### src/rtl/fp_normalize_pack.sv
// -----------------------------------------------------------------------------
// fp_normalize_pack
//   Back end of the single-precision FP adder. It takes the raw mantissa sum
//   from the previous stage and normalises it. A carry-out causes one right
//   shift at capture time. A missing hidden bit causes one left shift per
//   cycle in SHIFT. The block then adjusts the biased exponent and packs the
//   IEEE-754 word {sign, exponent, fraction}.
//   Zero, overflow (to infinity) and underflow (flush to zero) are flagged.
//   Only one operation is in flight at a time, with valid/ready on both sides.
//
// Ports
//   clk            rising-edge clock
//   rst_n          synchronous active-low reset
//   in_valid       operation on sign_in/exp_in/sum_in is valid
//   in_ready       block is idle and can capture an operation
//   sign_in        result sign
//   exp_in         biased exponent of the larger operand
//   sum_in         {carry, hidden, fraction} raw mantissa sum
//   out_valid      result_out and flags are valid
//   out_ready      downstream accepts the result
//   result_out     packed IEEE-754 result
//   zero_out       exact-zero result
//   overflow_out   result saturated to +/-infinity
//   underflow_out  result flushed to signed zero
// -----------------------------------------------------------------------------
module fp_normalize_pack #(
  parameter int DATA_WIDTH = 32,
  parameter int MENT_WIDTH = 23,
  parameter int EXPO_WIDTH = 8
) (
  input  logic                  clk,
  input  logic                  rst_n,
  input  logic                  in_valid,
  output logic                  in_ready,
  input  logic                  sign_in,
  input  logic [EXPO_WIDTH-1:0] exp_in,
  input  logic [MENT_WIDTH+1:0] sum_in,
  output logic                  out_valid,
  input  logic                  out_ready,
  output logic [DATA_WIDTH-1:0] result_out,
  output logic                  zero_out,
  output logic                  overflow_out,
  output logic                  underflow_out
);

  typedef enum logic [1:0] {
    IDLE  = 2'd0,
    SHIFT = 2'd1,
    DONE  = 2'd2
  } state_e;

  // Exponent is carried with one extra bit so an increment cannot wrap.
  localparam logic [EXPO_WIDTH:0] EXP_ONE = {{EXPO_WIDTH{1'b0}}, 1'b1};
  localparam logic [EXPO_WIDTH:0] EXP_MAX = {1'b0, {EXPO_WIDTH{1'b1}}};

  state_e                state_q;
  logic                  in_ready_q;
  logic                  sign_q;
  logic [MENT_WIDTH:0]   mant_q;
  logic [EXPO_WIDTH:0]   exp_q;
  // Result computed on entry to DONE, published one cycle later with out_valid.
  logic [DATA_WIDTH-1:0] pend_res_q;
  logic                  pend_zero_q;
  logic                  pend_ovf_q;
  logic                  pend_unf_q;
  logic                  out_valid_q;
  logic [DATA_WIDTH-1:0] result_q;
  logic                  zero_q;
  logic                  ovf_q;
  logic                  unf_q;

  // Capture-time decode
  logic [EXPO_WIDTH:0]   exp_ext_s;
  logic [EXPO_WIDTH:0]   exp_inc_s;
  logic                  cap_fast_s;
  logic [DATA_WIDTH-1:0] cap_res_s;
  logic                  cap_zero_s;
  logic                  cap_ovf_s;
  logic                  cap_unf_s;
  logic [MENT_WIDTH:0]   cap_mant_s;
  logic [EXPO_WIDTH:0]   cap_exp_s;

  function automatic logic [DATA_WIDTH-1:0] pack_inf(input logic s);
    return {s, {EXPO_WIDTH{1'b1}}, {MENT_WIDTH{1'b0}}};
  endfunction

  function automatic logic [DATA_WIDTH-1:0] pack_zero(input logic s);
    return {s, {(DATA_WIDTH-1){1'b0}}};
  endfunction

  function automatic logic [DATA_WIDTH-1:0] pack_norm(input logic s,
                                                      input logic [EXPO_WIDTH:0] e,
                                                      input logic [MENT_WIDTH:0] m);
    return {s, e[EXPO_WIDTH-1:0], m[MENT_WIDTH-1:0]};
  endfunction

  // Classify the incoming operation; the checks run in priority order.
  always_comb begin
    exp_ext_s  = {1'b0, exp_in};
    exp_inc_s  = exp_ext_s + EXP_ONE;
    cap_fast_s = 1'b0;
    cap_res_s  = {DATA_WIDTH{1'b0}};
    cap_zero_s = 1'b0;
    cap_ovf_s  = 1'b0;
    cap_unf_s  = 1'b0;
    cap_mant_s = sum_in[MENT_WIDTH:0];
    cap_exp_s  = exp_ext_s;
    if (sum_in == {(MENT_WIDTH+2){1'b0}}) begin
      // Exact zero is always +0 whatever sign_in says.
      cap_fast_s = 1'b1;
      cap_zero_s = 1'b1;
    end else if (exp_in == {EXPO_WIDTH{1'b0}}) begin
      // Denormals are not supported; treat as underflow.
      cap_fast_s = 1'b1;
      cap_res_s  = pack_zero(sign_in);
      cap_unf_s  = 1'b1;
    end else if (exp_in == {EXPO_WIDTH{1'b1}}) begin
      cap_fast_s = 1'b1;
      cap_res_s  = pack_inf(sign_in);
      cap_ovf_s  = 1'b1;
    end else if (sum_in[MENT_WIDTH+1]) begin
      // Carry-out: truncating right shift. The old carry becomes the hidden
      // bit, so SHIFT will complete on its first evaluation.
      cap_mant_s = sum_in[MENT_WIDTH+1:1];
      cap_exp_s  = exp_inc_s;
      if (exp_inc_s == EXP_MAX) begin
        cap_fast_s = 1'b1;
        cap_res_s  = pack_inf(sign_in);
        cap_ovf_s  = 1'b1;
      end else begin
        cap_fast_s = 1'b0;
      end
    end else begin
      cap_fast_s = 1'b0;
    end
  end

  // Control FSM with datapath and registered outputs.
  always_ff @(posedge clk) begin
    if (!rst_n) begin
      state_q     <= IDLE;
      in_ready_q  <= 1'b0;
      sign_q      <= 1'b0;
      mant_q      <= {(MENT_WIDTH+1){1'b0}};
      exp_q       <= {(EXPO_WIDTH+1){1'b0}};
      pend_res_q  <= {DATA_WIDTH{1'b0}};
      pend_zero_q <= 1'b0;
      pend_ovf_q  <= 1'b0;
      pend_unf_q  <= 1'b0;
      out_valid_q <= 1'b0;
      result_q    <= {DATA_WIDTH{1'b0}};
      zero_q      <= 1'b0;
      ovf_q       <= 1'b0;
      unf_q       <= 1'b0;
    end else begin
      case (state_q)
        IDLE: begin
          if (in_valid && in_ready_q) begin
            in_ready_q  <= 1'b0;
            sign_q      <= sign_in;
            mant_q      <= cap_mant_s;
            exp_q       <= cap_exp_s;
            pend_res_q  <= cap_res_s;
            pend_zero_q <= cap_zero_s;
            pend_ovf_q  <= cap_ovf_s;
            pend_unf_q  <= cap_unf_s;
            out_valid_q <= 1'b0;
            result_q    <= {DATA_WIDTH{1'b0}};
            zero_q      <= 1'b0;
            ovf_q       <= 1'b0;
            unf_q       <= 1'b0;
            state_q     <= cap_fast_s ? DONE : SHIFT;
          end else begin
            in_ready_q  <= 1'b1;
          end
        end
        SHIFT: begin
          if (mant_q[MENT_WIDTH]) begin
            pend_res_q <= pack_norm(sign_q, exp_q, mant_q);
            state_q    <= DONE;
          end else if (exp_q == EXP_ONE) begin
            // Exponent would drop to the denormal range: flush to zero.
            pend_res_q <= pack_zero(sign_q);
            pend_unf_q <= 1'b1;
            state_q    <= DONE;
          end else begin
            mant_q <= {mant_q[MENT_WIDTH-1:0], 1'b0};
            exp_q  <= exp_q - EXP_ONE;
          end
        end
        DONE: begin
          if (!out_valid_q) begin
            out_valid_q <= 1'b1;
            result_q    <= pend_res_q;
            zero_q      <= pend_zero_q;
            ovf_q       <= pend_ovf_q;
            unf_q       <= pend_unf_q;
          end else if (out_ready) begin
            out_valid_q <= 1'b0;
            result_q    <= {DATA_WIDTH{1'b0}};
            zero_q      <= 1'b0;
            ovf_q       <= 1'b0;
            unf_q       <= 1'b0;
            in_ready_q  <= 1'b1;
            state_q     <= IDLE;
          end else begin
            // Stalled: hold the result until downstream accepts it.
            out_valid_q <= 1'b1;
          end
        end
        default: begin
          state_q     <= IDLE;
          in_ready_q  <= 1'b0;
          out_valid_q <= 1'b0;
          result_q    <= {DATA_WIDTH{1'b0}};
          zero_q      <= 1'b0;
          ovf_q       <= 1'b0;
          unf_q       <= 1'b0;
        end
      endcase
    end
  end

  assign in_ready      = in_ready_q;
  assign out_valid     = out_valid_q;
  assign result_out    = result_q;
  assign zero_out      = zero_q;
  assign overflow_out  = ovf_q;
  assign underflow_out = unf_q;

endmodule

### config.mk
export PLATFORM = sky130hd
export DESIGN_NAME = fp_normalize_pack
export DESIGN_NICKNAME = d
export VERILOG_FILES = /design/src/rtl/fp_normalize_pack.sv
export SDC_FILE = /design/constraint.sdc
export NUM_CORES = 1
export LEC_CHECK = 0
export CAP_MARGIN = 20
export CORE_MARGIN = 2
export CORE_UTILIZATION = 45
export CTS_BUF_LIST = sky130_fd_sc_hd__clkbuf_16
export CTS_CLUSTER_SIZE = 10
export DETAILED_ROUTE_END_ITERATION = 8
export PLACE_DENSITY_LB_ADDON = 0.3
export SLEW_MARGIN = 10
export SYNTH_ARGS = -nofsm -noshare
export SYNTH_HDL_FRONTEND = slang
export SYNTH_SLANG_ARGS = --single-unit
### constraint.sdc
create_clock -name clk -period 2.6 [get_ports clk]
set_clock_uncertainty 0.1 [all_clocks]
set_input_delay 0.39 -clock clk [delete_from_list [all_inputs] [get_ports clk]]
set_output_delay 0.39 -clock clk [all_outputs]
set_load 0.01 [all_outputs]
# Word level (Yosys, flattened, before mapping)
# Cells that the tools add are included.
[classes]
addsub = 2
eq_ne = 13
mux = 65
n_bitwise = 1
n_reduce_logical = 14
[ops]
columns = ["op", "n"]
rows = [
  ["32-bit two-way mux", 11],
  ["24-bit two-way mux", 7],
  ["32-bit case mux with 3 select lines", 1],
  ["32-bit case mux with 2 select lines", 1],
  ["9-bit two-way mux", 7],
  ["24-bit case mux with 2 select lines", 1],
  ["25-bit logical NOT", 1],
  ["1-bit two-way mux", 23],
  ["9-bit case mux with 2 select lines", 1],
  ["1-bit case mux with 3 select lines", 5],
  ["2-bit two-way mux", 6],
  ["2-bit inequality test, second input constant", 6],
  ["4-bit AND reduction", 3],
  ["8-bit by 1-bit adder with 9-bit output, second input constant", 1],
  ["9-bit by 1-bit equality test with 1-bit output, second input constant", 1],
  ["9-bit by 8-bit equality test with 1-bit output, second input constant", 1],
  ["3-bit AND reduction", 3],
  ["9-bit by 1-bit subtractor with 9-bit output, second input constant", 1],
  ["8-bit equality test, second input constant", 1],
  ["8-bit logical NOT", 1],
  ["3-bit inequality test, second input constant", 2],
  ["2-bit case mux with 3 select lines", 1],
  ["2-bit AND reduction", 3],
  ["2-bit by 1-bit equality test with 1-bit output, second input constant", 1],
  ["6 further kinds", 6],
]
[totals]
regBits = 108
in_bits = 38
output_inout_bits = 37
wordCells = 110

# Logic depth before layout (Yosys ltp)
# Gate-level depths: netlist (run 1).
[depth]
depth_word = 10
ltp_mapped = 9
mapped_depth_nobuf = 7

# Least setup slack after synthesis (run 1)
# No wires, ideal clock.
[synth_timing]
kind = "input-to-reg"
start = "in exp_in[0]"
end = "reg mant_q[10]"
setup_ns = 0.070
arrival_ns = 2.254
required_time_ns = 2.430
slack_ns = 0.176
stages = 9
n_path_buf = 2
cell_sequence = "inv_1 > ha_1 > or4b_1 > or4_1 > buf_2 > nand3_4 > buf_8 > mux2_1 > a21oi_1"
[synth_between]
elab_chain_cells = 6
word_cells_on_any_way = 7
cone_classes = "eq/ne (1); mux (5); reduce/logical (1)"
[synth_rtl]
columns = ["item", "line_no", "source"]
rows = [
  ["start: declaration", "36", "input logic [EXPO_WIDTH-1:0] exp_in,"],
  ["8-bit equality test", "117", "end else if (exp_in == {EXPO_WIDTH{1'b1}}) begin"],
  ["24-bit two-way mux", "117", ""],
  ["24-bit two-way mux *", "112", "end else if (exp_in == {EXPO_WIDTH{1'b0}}) begin"],
  ["24-bit two-way mux *", "108", "if (sum_in == {(MENT_WIDTH+2){1'b0}}) begin"],
  ["24-bit two-way mux *", "158", "if (in_valid && in_ready_q) begin"],
  ["24-bit case mux with 2 select lines *", "156", "case (state_q)"],
  ["end signal: assignment", "144", "mant_q <= {(MENT_WIDTH+1){1'b0}};"],
  ["end signal: assignment", "161", "mant_q <= cap_mant_s;"],
  ["end signal: assignment", "187", "mant_q <= {mant_q[MENT_WIDTH-1:0], 1'b0};"],
  ["end: declaration", "59", "logic [MENT_WIDTH:0] mant_q;"],
]
# Mark *: on every way between the ends. The rest lies on a longest branch, timed or not. The select of a mux whose other input is x is not followed.
# A chain may end at the register's enable or synchronous reset.

# Worst setup path after layout (run 1)
[layout_timing]
start = "in exp_in[5]"
end = "reg mant_q[5]"
# Same word-level chain as after synthesis.

==> results of run 1 <==
-- kinds of logic after synthesis --
kind of cell	share of synthesized area (%)
AO/OA/AOI/OAI	25.0
AND/OR/NAND/NOR	20.6
flip-flops	42.8
buffers and inverters	4.66
multiplexers	5.65
adder cells (fa/ha/maj)	1.24
-- worst max-delay path: cells and delay by family --
family / cells / cell delay (ps)
AO/OA/AOI/OAI: 1 / 140
buffers and inverters: 2 / 610
multiplexers: 1 / 340
AND/OR/NAND/NOR: 3 / 1240
-- cell usage in the layout (no fill, tap or decap), drive strengths merged, types with 3 or more instances in the layout --
cell type,netlist,final
a21boi,4,4
a21oi,51,51
a22oi,62,62
a31oi,5,5
and2,4,4
and3,10,10
buf,9,40
clkbuf,38,11
clkdlybuf4s50,0,71
clkinv,0,3
dfxtp,108,108
ha,5,5
inv,7,8
mux2,20,20
mux2i,6,6
nand2,45,45
nand3,9,9
nand3b,3,3
nand4,7,7
nor2,18,18
nor2b,61,61
nor3,6,6
nor3b,3,3
nor4,7,7
o21a,3,3
o21ai,36,36
o221a,8,8
o22ai,6,6
or4,3,3
-- registers in the layout, summed over array words and instances, names as in the netlist --
signal,cells
pend_res_q,32
result_out,32
mant_q,24
exp_q,9
state_q,2
in_ready,1
out_valid,1
overflow_out,1
pend_ovf_q,1
pend_unf_q,1
pend_zero_q,1
sign_q,1
underflow_out,1
zero_out,1
-- stage by stage --
stage / hold slack, ps / setup slack [ps]
after floorplan: 343 / 176
after global placement: 354 / -278
after detailed placement: 366 / -354
after CTS: 378 / 40.3
after global routing: 419 / 0.954
final: 378 / 50.2
-- routing by layer --
metal	wire (µm)	track usage [%]	up-vias	share of wire (%)
met5	0	0	-	0
met4	120	5.70	0	0.89
met3	627	3.91	9	4.7
met2	6300	36.3	134	47
met1	6390	32.1	2197	48
li1	-	-	2257	-
-- cell usage after synthesis, types with 2 or more instances --
cell type and n:
a21boi_0 4, a21oi_1 51, a22oi_1 62, a31oi_1 5
and2_1 4, and3_1 10, buf_1 3, buf_2 4
clkbuf_1 38, dfxtp_1 108, ha_1 5, inv_1 7
mux2_1 14, mux2_2 6, mux2i_1 6, nand2_1 45
nand2b_1 2, nand3_1 8, nand3b_1 3, nand4_1 7
nor2_1 18, nor2b_1 61, nor3_1 6, nor3b_1 2
nor4_1 7, o2111a_1 2, o211a_1 2, o211ai_1 2
o21a_1 3, o21ai_0 33, o21ai_1 3, o221a_2 8
o22ai_1 6, o31a_1 2, o31ai_1 2, or2_2 2
or4_1 3
-- what timing repair did --
item                                    CTS  global route
resized for setup                         1             8
pin swaps                                 0             3
setup buffers                             0             0
endpoints found under the hold margin     0             0
gates cloned                              0             2
endpoints found under the setup margin    1            18
-- power groups by stage --
stage / Sequential (W) / Clock [W] / Combinational, W
finish: 0.00188 / 0.00148 / 0.000839
global route: 0.00190 / 0.00157 / 0.000927
CTS: 0.00187 / 0.00150 / 0.000810
detailed placement: 0.00191 / 0 / 0.000805
global placement: 0.00191 / 0 / 0.000783
floorplan: 0.00187 / 0 / 0.000536
-- worst paths after layout --
check	end	depth (start not counted)	from	slack, ps
max	mant_q[5]	7	exp_in[5]	50
min	sign_q	2	sign_q	380
max reg2reg	exp_q[0]	8	exp_q[1]	280
min reg2reg	sign_q	2	sign_q	380
-- area by class of cell --
cell class,count,area (µm²)
Inverter,7,26.3
Tap cell,140,175
Clock inverter,7,100
Fill cell,974,4420
Clock buffer,9,225
Timing Repair Buffer,115,1100
Multi-Input combinational cell,409,2690
Sequential cell,108,2160
==> results.cfg, run 1 <==
[routing]
final_antenna_net_count = 0
wire_per_inst_um = 16.9
drc = 0
vias_per_cell = 5.78
dr_total_vias = 4597
drt_first_pass_iters = 5
drt_iter0_markers = 302
wl_um = 13400

[floorplanning]
die_area_um2 = 12100
num_rows = 38
core_um2 = 10900
die_y_um = 110
io_pins = 75
initial_core_util_pct = 46.4
die_w_um = 110

[clocking]
postCtsHoldBufs = 0
numCtsBuffers = 9
cts_tree = done
root_buffer = clkbuf_16
clock_sinks = 108
clkLatencyLatePin_ps = 350
clkTransAtPathRegs_ps = 70
cts_max_level = 3
clk_path_buf_depth = 2

[place]
gp_congestion = 0.904
portBuffers = 74
dp_hpwl_um = 9520
dpl.cell_count = 777
place_area_um2 = 6070

[power_and_ir_drop]
p_switching_w = 0.00122
p_int_w = 0.00298
p_clk_share_pct = 35.3
p_comb_share_pct = 20.0
ir_drop_mv = 0.291
p_leak_nw = 2.39
p_seq_share_pct = 44.7
totalPowerFinal_w = 0.00420
powerDensity_nw_per_um2 = 649
p_sw_share_pct = 29.1

[worst_setup_path]
crit_arrival_ps = 2730
crit_type = in -> reg
critPathRequiredTime_ps = 2780
path_cells = clkdlybuf4s50_1 -> or4b_4 -> or4_4 -> nand3_4 -> clkbuf_16 -> mux2_2 -> a21oi_2
slowest_stage = or4b_4
cp_slowest_stage_delay_ps = 550
worst-path-max-fanout = 5
start_kind = input port
cp-end-kind = register

[yosys]
syn_nets = 614
yosysWarnings = 0
async_reset_ff_share_pct = 0
synth.top_cells.by_area = dfxtp_1 (43%), a22oi_1 (9.2%), nor2b_1 (7.6%), a21oi_1 (5.1%), nand2_1 (3.3%)
syn_area_um2 = 5050
yosysTopAreaCell = dfxtp_1
ys_types = 54
synth.top_cell.area_share_pct = 42.8
synth.ff_latch_count = 108
synth.avg_cell_area_um2 = 8.84
synth_seq_area_share_pct = 42.8
synth_edf_count = 0
syn_inst = 571
synth_flop_cell = dfxtp_1

[grt]
grt-ovfl-total = 0
grt_pass1_wl_um = 21600
grt.total_usage_pct = 22.8
grt_max_degree = 33
antenna_found_initial = 0
grt_pass1_vias = 4337

[timing]
finalMaxSlewViolations = 0
fin_setup_tns_ps = 0
period_needed_ps = 2550
tightestPinTransition_ps = 842
slew_headroom_pct = 43.8
setup_viol = 0
finalHoldViolCount = 0
rsz0062_at_grt = false
max_freq_mhz = 392
period_share_pct = 98.1

[final_layout]
area_growth_pct = 28.2
final_layout_size_suffix_gt1_share_pct = 13.0
fin_area_um2 = 6470
finalNetCount = 693
antenna_cells = 0
fin_util_pct = 59.4
final_cells = 795

[outcome]
outcome = finished, final reports clean

[run]
drv_cap = 0

[worst_hold_path]
hp-class = reg -> reg
Note: power is estimated with default switching activity, not from simulation.
==> run 2, diff against run 1 <==
GPL_ROUTABILITY_DRIVEN = 0   (was not set)
==> results.cfg, run 2 (synthesized netlist as in run 1, its figures left out) <==
[outcome]
outcome = finished, final reports clean

[worst_setup_path]
worst-path-max-fanout = 8
critPathRequiredTime_ps = 2770
start_kind = input port
timing.rr.start = exp_q[0]
crit_start = exp_in[0]
cp-end-kind = register
crit_type = in -> reg
crit_arrival_ps = 2710

[timing]
finalHoldViolCount = 0
period_needed_ps = 2530
tightestPinTransition_ps = 521
slew_headroom_pct = 64.9
setup_viol = 0
max_freq_mhz = 395
whs_ps = 366
finalMaxSlewViolations = 0
finalWorstSetupSlack_ps = 66.0
fin_setup_tns_ps = 0
rsz0062_at_grt = false
period_share_pct = 97.5

[grt]
antenna_found_initial = 0
grt-ovfl-total = 0
grt.total_usage_pct = 21.8
grt_max_degree = 35
grt_pass1_vias = 4290
grt_pass1_wl_um = 20900

[floorplanning]
core_um2 = 10900
die_y_um = 110
die_area_um2 = 12100
io_pins = 75
die_w_um = 110
num_rows = 38
initial_core_util_pct = 46.4

[final_layout]
fillers = 929
layout_common_cells = dfxtp_1 (108), clkdlybuf4s50_1 (73), a22oi_1 (62)
area_growth_pct = 26.5
final_common_cell = dfxtp_1
finalNetCount = 691
final_layout_size_suffix_gt1_share_pct = 12.7
antenna_cells = 0
fin_util_pct = 58.6

[routing]
drc = 0
wl_um = 13000
final_antenna_net_count = 0
vias_per_cell = 5.79
dr_total_vias = 4591
wire_per_inst_um = 16.4
drt_iter0_markers = 279
drt_first_pass_iters = 5

[power_and_ir_drop]
ir_drop_mv = 0.316
powerDensity_nw_per_um2 = 623
totalPowerFinal_w = 0.00397
p_leak_nw = 2.34

[clocking]
clk_path_buf_depth = 2
clock_sinks = 108
root_buffer = clkbuf_16
numCtsBuffers = 9
clkLatencyLatePin_ps = 340
cts_tree = done
postCtsHoldBufs = 0
cts_max_level = 3
clkTransAtPathRegs_ps = 70

[worst_hold_path]
hp-class = reg -> reg
worstHoldStart = sign_q

[run]
drv_cap = 0

[place]
portBuffers = 74
dp_hpwl_um = 9480
place_ws_ps = -365
-- run 2: path summary, 6_finish.rpt --
check / cells past startpoint / to / slack [ps]
max: 9 / mant_q[7] / 70
min: 2 / sign_q / 370
max reg2reg: 7 / exp_q[0] / 210
min reg2reg: 2 / sign_q / 370
-- run 2: worst max-delay path, cell delays in order --
cell             delay [ps]
clkdlybuf4s50_1         420
inv_1                    80
ha_1                    140
or4b_4                  460
or4_4                   450
nand3_4                 130
clkbuf_16               170
mux2_2                  330
a21oi_1                 120
-- run 2: repair_timing --
| action | CTS | global route |
|---|---|---|
| endpoints found under the hold margin | 0 | 0 |
| buffers inserted | 0 | 0 |
| gates cloned | 0 | 1 |
| pin swaps | 0 | 1 |
| resized for setup | 1 | 5 |
| endpoints found under the setup margin | 2 | 18 |
-- run 2: layer usage --
metal,share of wire [%],track usage (%),vias to the layer above
met3,5.5,3.38,14
li1,-,-,2246
met2,47,34.2,149
met4,1.5,8.41,0
met1,46,30.1,2182
met5,0,0,-
-- run 2: power by group --
part | total, W | leakage, nW | internal [W] | switching (W)
logic | 0.000815 | 1.33 | 0.000348 | 0.000467
clock network | 0.00128 | 0.134 | 0.000655 | 0.000620
registers | 0.00188 | 0.877 | 0.00177 | 0.000113
total | 0.00397 | 2.34 | 0.00277 | 0.00120
-- run 2: final cells by class --
type / instances / area [µm²] / share of cell area (%)
well taps: 140 / 175 / 2.74
clock buffers: 9 / 225 / 3.53
clock inverters: 7 / 51.3 / 0.804
inverters: 7 / 26.3 / 0.412
flip-flops and latches: 108 / 2160 / 33.9
multi-input cells: 409 / 2690 / 42.1
repair buffers: 113 / 1060 / 16.6
-- run 2: stage by stage --
step           instance area (µm²)  instances
2_1_floorplan                 5050        571
6_report                      6380        793
3_3_place_gp                  6060        776
4_1_cts                       6340        792
5_1_grt                       6380        793
3_5_place_dp                  6060        776
==> run 3, diff against run 2 <==
CORE_MARGIN = 3   (was 2)
==> results.cfg, run 3 (synthesized netlist as in run 1, its figures left out) <==
[worst_setup_path]
critPathRequiredTime_ps = 2770
start_kind = input port
crit_end = mant_q[7]
cp-end-kind = register
crit_start = exp_in[0]
timing.rr.start = exp_q[1]
reg2reg_depth = 7
worst-path-max-fanout = 11
reg2reg_slack_ps = 240
crit_arrival_ps = 2720
crit_type = in -> reg
reg2reg_to = pend_res_q[10]

[routing]
wl_um = 13100
wire_per_inst_um = 16.6
drt_first_pass_iters = 5
dr_total_vias = 4603
final_antenna_net_count = 0
drt_iter0_markers = 339
drc = 0
vias_per_cell = 5.83

[floorplanning]
die_area_um2 = 12500
core_um2 = 10900
die_w_um = 112
die_y_um = 112
num_rows = 38
io_pins = 75
initial_core_util_pct = 46.4

[power_and_ir_drop]
p_clk_share_pct = 34.4
p_sw_share_pct = 28.2
powerDensity_nw_per_um2 = 642
ir_drop_mv = 0.293
totalPowerFinal_w = 0.00410
p_comb_share_pct = 19.6
p_leak_nw = 2.34
p_seq_share_pct = 46.0
p_int_w = 0.00294
p_switching_w = 0.00116

[clocking]
numCtsBuffers = 9
cts_max_level = 3
postCtsHoldBufs = 0
clock_sinks = 108
root_buffer = clkbuf_16
clk_path_buf_depth = 2
clkTransAtPathRegs_ps = 70
clkLatencyLatePin_ps = 340
cts_tree = done

[final_layout]
fillers = 944
antenna_cells = 0
layout_common_cells = dfxtp_1 (108), clkdlybuf4s50_1 (73), a22oi_1 (62)
finalNetCount = 688
area_growth_pct = 26.6
final_common_cell = dfxtp_1
final_layout_size_suffix_gt1_share_pct = 12.0

[timing]
rsz0062_at_grt = false
max_freq_mhz = 393
finalWorstSetupSlack_ps = 52.3
period_needed_ps = 2550
slew_headroom_pct = 43.2
period_share_pct = 98.0
whs_ps = 382
finalMaxSlewViolations = 0
tightestPinTransition_ps = 852
setup_viol = 0
finalHoldViolCount = 0
fin_setup_tns_ps = 0

[grt]
grt-ovfl-total = 0
grt_max_degree = 56
grt_pass1_wl_um = 21500
grt_pass1_vias = 4375
antenna_found_initial = 0
grt.total_usage_pct = 20.7

[place]
dp_hpwl_um = 9310
place_ws_ps = -395
portBuffers = 74

[run]
drv_cap = 0

[worst_hold_path]
hp-class = reg -> reg

[outcome]
outcome = finished, final reports clean
==> run 3: layout make-up <==
cell class	instances	area [µm²]	share of cell area, %
Multi-Input combinational cell	409	2690	42.0
Sequential cell	108	2160	33.8
Tap cell	140	175	2.74
Clock buffer	9	225	3.52
Clock inverter	6	81.3	1.27
Timing Repair Buffer	110	1040	16.2
Inverter	7	26.3	0.411
==> run 3: per-stage QoR <==
step	util (%)	cells	instance area (µm²)
final	58.7	789	6390
after global routing	58.7	789	6390
after CTS	58.2	787	6340
after detailed placement	55.4	772	6030
after global placement	55.4	772	6030
after floorplan	-	571	5050
==> run 3: what timing repair did <==
action,CTS,global route
gates cloned,0,1
endpoints found under the setup margin,17,18
pin swaps,0,1
gates resized for setup,1,5
setup buffers,0,1
==> run 3: worst min path at each step <==
stage | from | endpoint | cells past startpoint
after floorplan | pend_zero_q | pend_zero_q | 2
after global placement | sign_q | sign_q | 2
after detailed placement | sign_q | sign_q | 2
after CTS | sign_q | sign_q | 2
after global routing | sign_q | sign_q | 2
final | sign_q | sign_q | 2
==> run 3: per-layer routing <==
layer / track usage, % / part of all wire, %
met4: 7.62 / 2.2
met5: 0 / 0
met1: 28.5 / 46
met3: 4.18 / 6.1
met2: 32.2 / 46
==> run 3: power groups by stage <==
stage	sequential [W]	clock [W]	combinational [W]
after floorplan	0.00187	0	0.000536
after global placement	0.00191	0	0.000750
after detailed placement	0.00192	0	0.000778
after CTS	0.00188	0.00143	0.000783
after global routing	0.00190	0.00151	0.000888
final	0.00189	0.00141	0.000803
==> run 3: critical path: stages <==
cell,delay (ps)
clkdlybuf4s50_1,420
inv_1,90
ha_1,140
or4b_4,450
or4_4,460
nand3_4,120
clkbuf_16,190
mux2_2,330
a21oi_1,120
